## config.mk

```make
export PLATFORM = sky130hd
export DESIGN_NAME = keypad_scanner
export DESIGN_NICKNAME = d
export VERILOG_FILES = /design/src/rtl/keypad_scanner.sv
export SDC_FILE = /design/constraint.sdc
export NUM_CORES = 1
export LEC_CHECK = 0
export ABC_AREA = 1
export BUFFER_PORTS_ARGS = -buffer_cell sky130_fd_sc_hd__clkbuf_2
export CAP_MARGIN = 20
export CORE_MARGIN = 4
export CORE_UTILIZATION = 35
export DETAILED_ROUTE_END_ITERATION = 6
export SETUP_SLACK_MARGIN = 0.05
export SLEW_MARGIN = 20
export SYNTH_ARGS = -nofsm -noshare
export SYNTH_HDL_FRONTEND = slang
export SYNTH_SLANG_ARGS = --single-unit
export TNS_END_PERCENT = 1
```

## constraint.sdc

```tcl
create_clock -name clk -period 1.95 [get_ports clk]
set_input_delay 0.2925 -clock clk [delete_from_list [all_inputs] [get_ports clk]]
set_output_delay 0.2925 -clock clk [all_outputs]
set_load 0.1 [all_outputs]
```

## src/rtl/keypad_scanner.sv

```systemverilog
// Matrix keypad front end: column strobing, 2-flop row synchronisation,
// whole-image debounce across full scans, and n-key-lockout press events.
module keypad_scanner #(
  parameter int ROWS           = 4,
  parameter int COLS           = 4,
  parameter int SETTLE_CYCLES  = 8,
  parameter int DEBOUNCE_SCANS = 3,
  localparam int N             = ROWS * COLS,
  localparam int CODE_W        = $clog2(N)
) (
  input  logic              clk,
  input  logic              rst_n,
  input  logic [ROWS-1:0]   row_n,
  output logic [COLS-1:0]   col_n,
  output logic [CODE_W-1:0] key_code,
  output logic              key_valid,
  input  logic              key_ack,
  output logic              key_pressed,
  output logic              key_release,
  output logic              overrun,
  output logic [1:0]        dbg_state
);

  localparam int COL_W = $clog2(COLS);
  localparam int CNT_W = $clog2(SETTLE_CYCLES);
  localparam int ST_W  = $clog2(DEBOUNCE_SCANS + 1);

  typedef enum logic [1:0] {
    SETTLE = 2'd0,
    SAMPLE = 2'd1,
    EVAL   = 2'd2
  } state_t;

  state_t                     state;
  logic                       run;
  logic [COL_W-1:0]           col;
  logic [CNT_W-1:0]           cnt;
  logic [ROWS-1:0]            sync1;
  logic [ROWS-1:0]            sync2;
  logic [COLS-1:0][ROWS-1:0]  scan;
  logic [COLS-1:0][ROWS-1:0]  prev;
  logic [COLS-1:0][ROWS-1:0]  debounced;
  logic [ST_W-1:0]            stable;
  logic [ST_W-1:0]            stable_nx;
  logic                       commit;
  logic                       press_ev;
  logic                       release_ev;

  assign dbg_state = state;

  function automatic logic [CODE_W-1:0] lowest_index(input logic [N-1:0] v);
    lowest_index = '0;
    for (int i = N - 1; i >= 0; i--) begin
      if (v[i]) lowest_index = CODE_W'(i);
    end
  endfunction

  always_comb begin
    stable_nx = ST_W'(1);
    if (scan == prev) begin
      stable_nx = (stable == ST_W'(DEBOUNCE_SCANS)) ? stable : stable + ST_W'(1);
    end
    commit     = (state == EVAL) && (stable_nx == ST_W'(DEBOUNCE_SCANS)) && (scan != debounced);
    press_ev   = commit && (debounced == '0);
    release_ev = commit && (scan == '0);
  end

  // key_valid/key_ack: key_valid rises on a committed press and holds until a
  // cycle with key_ack high; an ack coinciding with a new press loses to the press.
  always_ff @(posedge clk) begin
    if (!rst_n) begin
      state       <= SETTLE;
      run         <= 1'b0;
      col         <= '0;
      cnt         <= '0;
      col_n       <= '1;
      sync1       <= '1;
      sync2       <= '1;
      scan        <= '0;
      prev        <= '0;
      debounced   <= '0;
      stable      <= '0;
      key_code    <= '0;
      key_valid   <= 1'b0;
      key_pressed <= 1'b0;
      key_release <= 1'b0;
      overrun     <= 1'b0;
    end else begin
      sync1       <= row_n;
      sync2       <= sync1;
      key_release <= 1'b0;
      if (key_ack && key_valid) begin
        key_valid <= 1'b0;
        overrun   <= 1'b0;
      end
      // The first post-reset edge only starts the scan so column 0 gets a full settle window.
      if (!run) begin
        run   <= 1'b1;
        col_n <= ~COLS'(1);
      end else begin
        case (state)
          SETTLE: begin
            if (cnt == CNT_W'(SETTLE_CYCLES - 1)) begin
              cnt   <= '0;
              state <= SAMPLE;
            end else begin
              cnt <= cnt + CNT_W'(1);
            end
          end
          SAMPLE: begin
            scan[col] <= ~sync2;
            if (col == COL_W'(COLS - 1)) begin
              col_n <= '1;
              state <= EVAL;
            end else begin
              col   <= col + COL_W'(1);
              col_n <= ~(COLS'(1) << (col + COL_W'(1)));
              state <= SETTLE;
            end
          end
          EVAL: begin
            stable <= stable_nx;
            prev   <= scan;
            if (commit) begin
              debounced <= scan;
              if (press_ev) begin
                key_code    <= lowest_index(scan);
                key_pressed <= 1'b1;
                key_valid   <= 1'b1;
                if (key_valid && !key_ack) overrun <= 1'b1;
              end
              if (release_ev) begin
                key_pressed <= 1'b0;
                key_release <= 1'b1;
              end
            end
            col   <= '0;
            col_n <= ~COLS'(1);
            state <= SETTLE;
          end
          default: state <= SETTLE;
        endcase
      end
    end
  end

endmodule

```

==> impl_metrics.ini <==
[yosys]
ys_top_cells_by_area = dfxtp_1, a21oi_1, o21ai_0
yosys_register_bits = 78
async_reset_ff_share_pct = 0
yosys_warnings = 0
syn_nets = 447
synth-seq-area-share_pct = 46.3
yosysTopAreaCell = dfxtp_1
netlist_area_um2 = 3380
synth.avg_cell_area_um2 = 7.83
ys_types = 31
syn_inst = 431
synth_enable_flop_cells = 0
synth_flop_cell = dfxtp_1
yosysTopAreaCellShare_pct = 46.3

[routing]
postRouteWirelength_um = 8530
wl_per_cell_um = 14.3
vias = 3007
routed_via_density = 5.04
drc = 0
drt-initial-drc-count = 222
drtPass1Iterations = 5
ant_nets = 0

[sta]
setup_slack_ps = 58.4
setup_viol = 0
maxSlewViolCount = 0
fin_hold_ws_ps = 116
period_share_pct = 97.0
tightest_slew_ps = 585
fmaxAchievable_mhz = 529
slew_headroom_pct = 61.0
period_minus_slack_ps = 1890
rsz0062_at_grt = yes
finClkSkew_ps = 11.9
finalHoldViolCount = 0

[place]
port_buffers = 20
globalplace.congestion = 0.809
dp_hpwl_um = 5750
dpl.cell_count = 576
preCtsSetupSlack_ps = 102
dpl_cell_area_um2 = 3660

[clock_tree]
cts_hold_buf = 0
htree_levels = 3
cts-root-buf = clkbuf_8
clock-sinks = 78
cts.reportedPaths.clkPinSlew_ps = 90
insertion_delay_ps = 360
ctsLongestPathBuffers = 2
cts_buffers = 9
cts_tree = built

[floorplan]
core-area_um2 = 9330
rows = 35
die-area_um2 = 11300
die_height_um = 106
die_x_um = 106
pin_count = 21
start_util_pct = 36.2

[layout]
drive_gt1_share_pct = 20.3
final_cells = 597
postLayoutCellArea_um2 = 4040
n_antenna_cell = 0
fillers = 928
layout_common_cells = dfxtp_1, a21oi_1, nand2_1
area_growth_syn_to_layout_pct = 19.6
final_common_cell = dfxtp_1
nets = 479
seq_area_um2 = 1580
multi_input_area_um2 = 1620

[global_route]
grt_pass1_wl_um = 13100
grt_max_degree = 58
antenna_found_initial = 0
grt_usage_pct = 14.5
grt_pass1_vias = 2709
overflow = 0

[worst_setup_path]
worstSetupPathType = reg2reg
reg2reg_to = debounced[9]
crit_path_max_fanout = 8
r2r_start = scan[15]
critPathRequiredTime_ps = 2230
worstSetupEndpointType = register
rrSetupSlack_ps = 60
arrival_ps = 2170
start_kind = register
rr_worst_depth = 9

[min_path]
worstHoldStart = row_n[0]
hold_class = in2reg
hold_path_depth = 2
min_to = sync1[0]

[power_and_ir_drop]
leakage_nw = 1.82
finalPower_w = 0.00373
ir_drop_mv = 0.491
power.density_nw_per_um2 = 925

[flow_run]
drv_cap = 0

[outcome]
status = complete, no violations
-- kinds of logic (layout without fill, tap and decap cells) --
group	count (synthesis)	count (layout)	synth area share, %
adders and majority gates	9	9	3.34
DFF	78	78	46.3
and+or+nand+nor	132	132	17.8
xor gates and xnor gates	21	21	5.45
buffers and inverters	64	101	7.67
AOI/OAI and AO/OA	127	127	19.5
-- layer usage --
metal	part of all wire [%]	track usage (%)	vias up
li1	-	-	1503
met1	44	18.8	1407
met2	49	23.9	82
met3	5.3	3.64	15
met4	1.4	3.79	0
met5	0	0	-
-- final cells by class --
type                       count  share of cell area, %
timing repair buffer          35                   6.44
sequential                    78                   39.0
clock buffer                   9                   3.07
tap                          129                   4.00
inverter                      50                   4.77
clock inverter                 7                   2.54
multi-input combinational    289                   40.2
-- worst max path at each step --
stage                   from      endpoint  slack [ps]  cells past startpoint
6_report            scan[15]  debounced[9]          60                      9
5_1_grt             scan[11]  debounced[9]         -20                      9
4_1_cts        debounced[12]   key_code[2]          70                      7
3_5_place_dp   debounced[12]   key_code[2]         100                      7
3_3_place_gp         scan[8]   key_code[2]         180                      9
2_1_floorplan   dbg_state[0]     stable[1]         -30                      7
-- where the power goes --
group          switching (W)  internal [W]
logic               0.000420      0.000194
registers          0.0000520       0.00167
clock network       0.000662      0.000742
-- repair_timing --
action,in CTS,in global routing
setup buffers,0,3
gates resized for setup,0,27
hold endpoints to repair,0,0
setup endpoints to repair,0,21
-- per-stage QoR --
| stage | util, % | TNS (ps) |
|---|---|---|
| 6_report | 43.3 | 0 |
| 5_1_grt | 43.3 | -38.7 |
| 4_1_cts | 41.6 | 0 |
| 3_5_place_dp | 39.2 | 0 |
| 3_3_place_gp | 39.2 | 0 |
| 2_1_floorplan | - | -92.3 |
-- sequential cells by signal (all words and copies together), names as in the netlist, named ones only --
| register | cells |
|---|---|
| col | 2 |
| run | 1 |
| sync2 | 4 |
| dbg_state | 2 |
| key_valid | 1 |
| prev | 16 |
| stable | 2 |
| key_pressed | 1 |
| scan | 16 |
| key_code | 4 |
| key_release | 1 |
| debounced | 16 |
| col_n | 4 |
| cnt | 3 |
| sync1 | 4 |
-- critical path, cell delays in order (launching register included) --
cell and delay (ps):
dfxtp_1 360, xor2_1 170, nor2_1 210, nand4_1 200
nor2_4 180, inv_2 80, nor2_4 210, clkbuf_16 210
o21ai_2 50, a21oi_1 160
-- synth_stat cells, types with 2 or more instances --
master and count:
ha_1 9, buf_6 2, dfxtp_1 78, nand4_1 6, nor3_1 6, a211oi_1 4, buf_2 2, nand2_1 53
nor2_1 32, nand3_1 13, xor2_1 14, a21oi_1 65, inv_2 4, inv_1 44, o21ai_0 40, xnor2_1 7
clkbuf_1 10, or2_2 13, o21ai_1 14, nor4_1 4
(Power assumes the default switching activity.)
